==> src/rtl/ex_8_8_pkg.sv <==
// Shared sizing and FSM encoding for the ex_8_8 ones-counting design.
package ex_8_8_pkg;
  localparam int r1_size = 8;
  localparam int r2_size = 4;

  localparam logic PWR = 1'b1;
  localparam logic GND = 1'b0;

  typedef enum logic [1:0] {S_IDLE, S_INC, S_TEST, S_CHK} state_t;
endpackage

==> src/rtl/ones_count_ctrl.sv <==
// Control FSM for the ex_8_8 ones counter: sequences load/shift/increment on
// data_path and publishes the final count with a start/ready/done handshake.
module ones_count_ctrl
  import ex_8_8_pkg::*;
(
  input  logic               clk,
  input  logic               rstb,
  input  logic               start,
  input  logic               abort,
  input  logic               zero,
  input  logic               msb,
  input  logic [r2_size-1:0] count,
  output logic               load_regs,
  output logic               shift_left,
  output logic               incr_r2,
  output logic               ready,
  output logic               done,
  output logic [r2_size-1:0] result
);

  state_t state, state_nxt;
  logic   finish;

  always_ff @(posedge clk or negedge rstb) begin
    if (!rstb) begin
      state  <= S_IDLE;
      done   <= GND;
      result <= '0;
    end else begin
      state <= state_nxt;
      done  <= finish;
      if (finish) result <= count;
    end
  end

  // abort overrides every busy state and suppresses that cycle's control strobes
  always_comb begin
    state_nxt  = state;
    load_regs  = GND;
    shift_left = GND;
    incr_r2    = GND;
    ready      = GND;
    finish     = GND;
    case (state)
      S_IDLE: begin
        ready = PWR;
        if (start && !abort) begin
          load_regs = PWR;
          state_nxt = S_INC;
        end
      end
      S_INC: begin
        if (abort) state_nxt = S_IDLE;
        else begin
          incr_r2   = PWR;
          state_nxt = S_TEST;
        end
      end
      S_TEST: begin
        if (abort) state_nxt = S_IDLE;
        else if (zero) begin
          finish    = PWR;
          state_nxt = S_IDLE;
        end else begin
          shift_left = PWR;
          state_nxt  = S_CHK;
        end
      end
      S_CHK: begin
        if (abort)    state_nxt = S_IDLE;
        else if (msb) state_nxt = S_INC;
        else          state_nxt = S_TEST;
      end
      default: state_nxt = S_IDLE;
    endcase
  end

endmodule

==> config.mk <==
export PLATFORM = sky130hd
export DESIGN_NAME = ones_count_ctrl
export DESIGN_NICKNAME = d
export VERILOG_FILES = /design/src/rtl/ex_8_8_pkg.sv /design/src/rtl/ones_count_ctrl.sv
export SDC_FILE = /design/constraint.sdc
export NUM_CORES = 1
export LEC_CHECK = 0
export ABC_AREA = 1
export BUFFER_PORTS_ARGS = -buffer_cell sky130_fd_sc_hd__buf_2
export CORE_AREA = 2 2 39 41
export CTS_CLUSTER_DIAMETER = 120
export DETAILED_ROUTE_END_ITERATION = 6
export DIE_AREA = 0 0 41 43
export PLACE_DENSITY = 0.55
export SLEW_MARGIN = 0
export SYNTH_ARGS = -nofsm -noshare
export SYNTH_HDL_FRONTEND = slang
export SYNTH_SLANG_ARGS = --single-unit
==> constraint.sdc <==
create_clock -name clk -period 1.22 [get_ports clk]
set_input_delay 0.244 -clock clk [delete_from_list [all_inputs] [get_ports clk]]
set_output_delay 0.244 -clock clk [all_outputs]
set_load 0.02 [all_outputs]
==> summary.md <==
| Metric | Value |
|---|---|
| Outcome | finished with violations |
| Violated checks | setup timing |
| Async set or reset register ratio after synthesis | 100% |
| Min cycle time layout | 1.34 ns |
| DRT antenna net count | 0 |
| Setup slack of the critical path after layout | -0.121 ns |
| Final instance area | 567 µm² |
| Number of buffers inserted during clock tree synthesis | 3 |
| Global-route wire length before repair | 1.29 mm |
| Synth unique cells | 9 |
| Instance area after placement | 454 µm² |
| Relative slew slack | 84.7% |
| Slew @ Worst Pin | 0.230 ns |
| Number of hold violations in the final report | 0 |
| Post-synthesis compound-gate area fraction | 0% |
| Detailed-placement wirelength estimate | 580 µm |
| DRC Markers | 0 |
| Hold WS | 0.227 ns |
| Share of synthesized area occupied by flip-flops and latches | 52.4% |
| Number of violations reported at the end of detailed-routing iteration 0 | 7 |
| Synthesized netlist cell count | 44 |
| Highest fanout seen on the critical path | 3 |
| Nets | 83 |
| Level count of the clock H-tree | 1 |
| GPL Wtd Cong | 0.626 |
| Die footprint | 1760 µm² |
| Count leader, synth | nand2_1 |
| Final critical-path share of the clock period | 110% |
| Fraction of final layout cells with drive strength greater than 1 | 55.6% |
| Type of the worst setup path | flop to primary output |
| Via count of the first global-routing pass | 320 |
| Element type at the critical path start | flop |
| Dominant combinational cell family by area after synthesis | simple AND/OR/NAND/NOR gates |
| Routed wire length per instance | 9.61 µm |
| Count of max-cap constraint violations | 0 |
| CP most frequent cell | inv_2 |
| Chip Height | 43 µm |
| Simple-Gate Fraction of Synth Area | 37.5% |
| Cell Rows | 14 |
| CP cell instances | inv_2 > nor2_4 > nand2_2 > inv_2 > buf_6 |
| Cell types occupying the most area after synthesis | dfrtp_1, nand2_1, nand3_1 |
| Total grt overflow | 0 |
| Max-slew violation count | 0 |
| Area fraction of the dominant cell type after synthesis | 52.4% |
| Leakage Power | 0.341 nW |
| Master cell of the clock root buffer | clkbuf_4 |
| Main flop type after synthesis | dfrtp_1 |
| Post-Route Skew | 0.00178 ns |
| Average cell area after synthesis | 7.59 µm² |
| Highest-delay cell along the critical path | dfrtp_2 |
| Post-Route WL | 846 µm |
| Effective utilization at floorplan | 24.1% |
| Worst min-delay path class | input pin to flop |
| Worst EP arrival | 1.10 ns |
| Via count | 368 |
| Drt first pass iters | 2 |
| Number of warning messages in the yosys log | 0 |
| Clock tree from TritonCTS | done |
| Multi-input combinational cell area | 148 µm² |
| Critical path buffer and inverter count | 3 |
| Synth-to-layout area growth | 69.7% |
| Clock transition at the registers of the reported paths | 0.06 ns |
| Commonest cells post-synth | nand2_1, inv_1, dfrtp_1 |
| Register Area | 176 µm² |
| Boundary Pins | 19 |
| Final setup TNS | -0.321 ns |
| Setup repair after global routing missed its margin | yes |
| Net Count, Synth | 54 |
| Mean number of vias per cell | 4.18 |
| Clock latency at the later pin of the worst-skew pair | 0.26 ns |
| CTS sink cnt | 7 |
| Total global-route track usage | 11.5% |
| Share of synthesized area spent on multiplexers | 0% |
| Peak per-stage delay on the critical path | 0.42 ns |
| Port Buffer Count | 18 |
| Setup-failing EPs final | 3 |
| Number of enable flip-flop cells after synthesis | 0 |
| Area of the core region | 1380 µm² |
| Critical path required time | 0.98 ns |
| Clock Path Buffers | 2 |
| Width of the die | 41 µm |
| Worst setup EP type | primary output |
| Final Util | 41.0% |
| # fillers | 144 |
| Cell type with the highest aggregate area in the netlist | dfrtp_1 |
| Top achievable clock speed | 746 MHz |
| Worst IR Drop VDD | 522 µV |
| Cell area power density | 1500 nW/µm² |
| Largest delay contributor family on the critical path | flip-flops |
| Adder-Cell Fraction of Synth Area | 0% |
| Synthesis-stage register bit count | 7 |
| Number of antenna violations at the first check in global routing | 0 |
| Post-synth design cell area | 334 µm² |
| Maximum number of pins on one net before global-route repair | 8 |
| Number of antenna cells inserted | 0 |
| Xor and xnor area share after synthesis | 0% |
worst reg2reg max path, stage by stage, from the launching register on:
cell     delay, ns
dfrtp_1       0.42
inv_2         0.09
nor2_4        0.09
buf_4         0.11
buf_4         0.12
nand2_2       0.08
nand2_1       0.07
nand2_1       0.05
registers in the layout, indices dropped and copies added (netlist names):
signal	count
state	2
done	1
result	4
worst paths after layout:
path | startpoint | endpoint | slack (ns) | cells past startpoint
worst min register to register | result[1]$_DFFE_PN0P_ | result[1]$_DFFE_PN0P_ | 0.47 | 2
worst min-delay path | count[1] | result[1]$_DFFE_PN0P_ | 0.23 | 3
worst max-delay path | state[0]$_DFFE_PN0P_ | incr_r2 | -0.12 | 5
max in group asynchronous | rstb | state[0]$_DFFE_PN0P_ | 0.70 | 2
min in group asynchronous | rstb | result[1]$_DFFE_PN0P_ | 0.34 | 2
worst max register to register | state[1]$_DFFE_PN0P_ | result[0]$_DFFE_PN0P_ | 0.09 | 7
cells by family after synthesis:
kind of cell,Yosys count
flops,7
buf+inv,9
simple gates,28
final cells by class:
| cell class | count | share of cell area (%) |
|---|---|---|
| inverters | 9 | 5.96 |
| multi-input cells | 28 | 26.0 |
| well taps | 16 | 3.53 |
| repair buffers | 24 | 28.7 |
| flip-flops and latches | 7 | 31.1 |
| clock buffers | 4 | 4.64 |
metal layers:
| metal | up-vias | track usage [%] | wire length [µm] |
|---|---|---|---|
| met5 | - | 0 | 0 |
| met4 | 0 | 6.00 | 0 |
| met3 | 0 | 7.85 | 118 |
| met2 | 19 | 15.6 | 383 |
| met1 | 164 | 13.0 | 344 |
| li1 | 185 | - | - |
cells in the final DEF (no fill, tap or decap):
cell type	n
dfrtp_2	1
inv_2	5
buf_6	4
dlygate4sd3_1	1
dfrtp_1	6
nor2_4	3
nand2_2	4
buf_2	14
clkbuf_1	1
nor2_1	3
inv_1	4
nand3_1	6
buf_4	5
nor2_2	1
nand2_1	11
clkbuf_4	3
power breakdown:
| group | switching, W | total (W) | internal (W) | leakage, nW |
|---|---|---|---|---|
| logic | 0.000177 | 0.000298 | 0.000122 | 0.236 |
| registers | 0.0000368 | 0.000329 | 0.000292 | 0.0901 |
| clock network | 0.0000980 | 0.000224 | 0.000126 | 0.0150 |
stage by stage:
| stage | total power, W | setup slack, ns | cells |
|---|---|---|---|
| 3_3_place_gp | 0.000583 | 0.0933 | 79 |
| 6_report | 0.000851 | -0.121 | 88 |
| 2_1_floorplan | 0.000483 | 0.0853 | 44 |
| 3_5_place_dp | 0.000584 | 0.0774 | 79 |
| 5_1_grt | 0.000921 | -0.195 | 88 |
| 4_1_cts | 0.000837 | -0.159 | 86 |
what timing repair did:
item / 4_1_cts / 5_1_grt
hold buffers: 1 / 0
endpoints found under the setup margin: 4 / 4
pin swaps: 0 / 3
buffers inserted: 2 / 2
resized for setup: 10 / 9
endpoints found under the hold margin: 7 / 0
(Power assumes the default switching activity.)
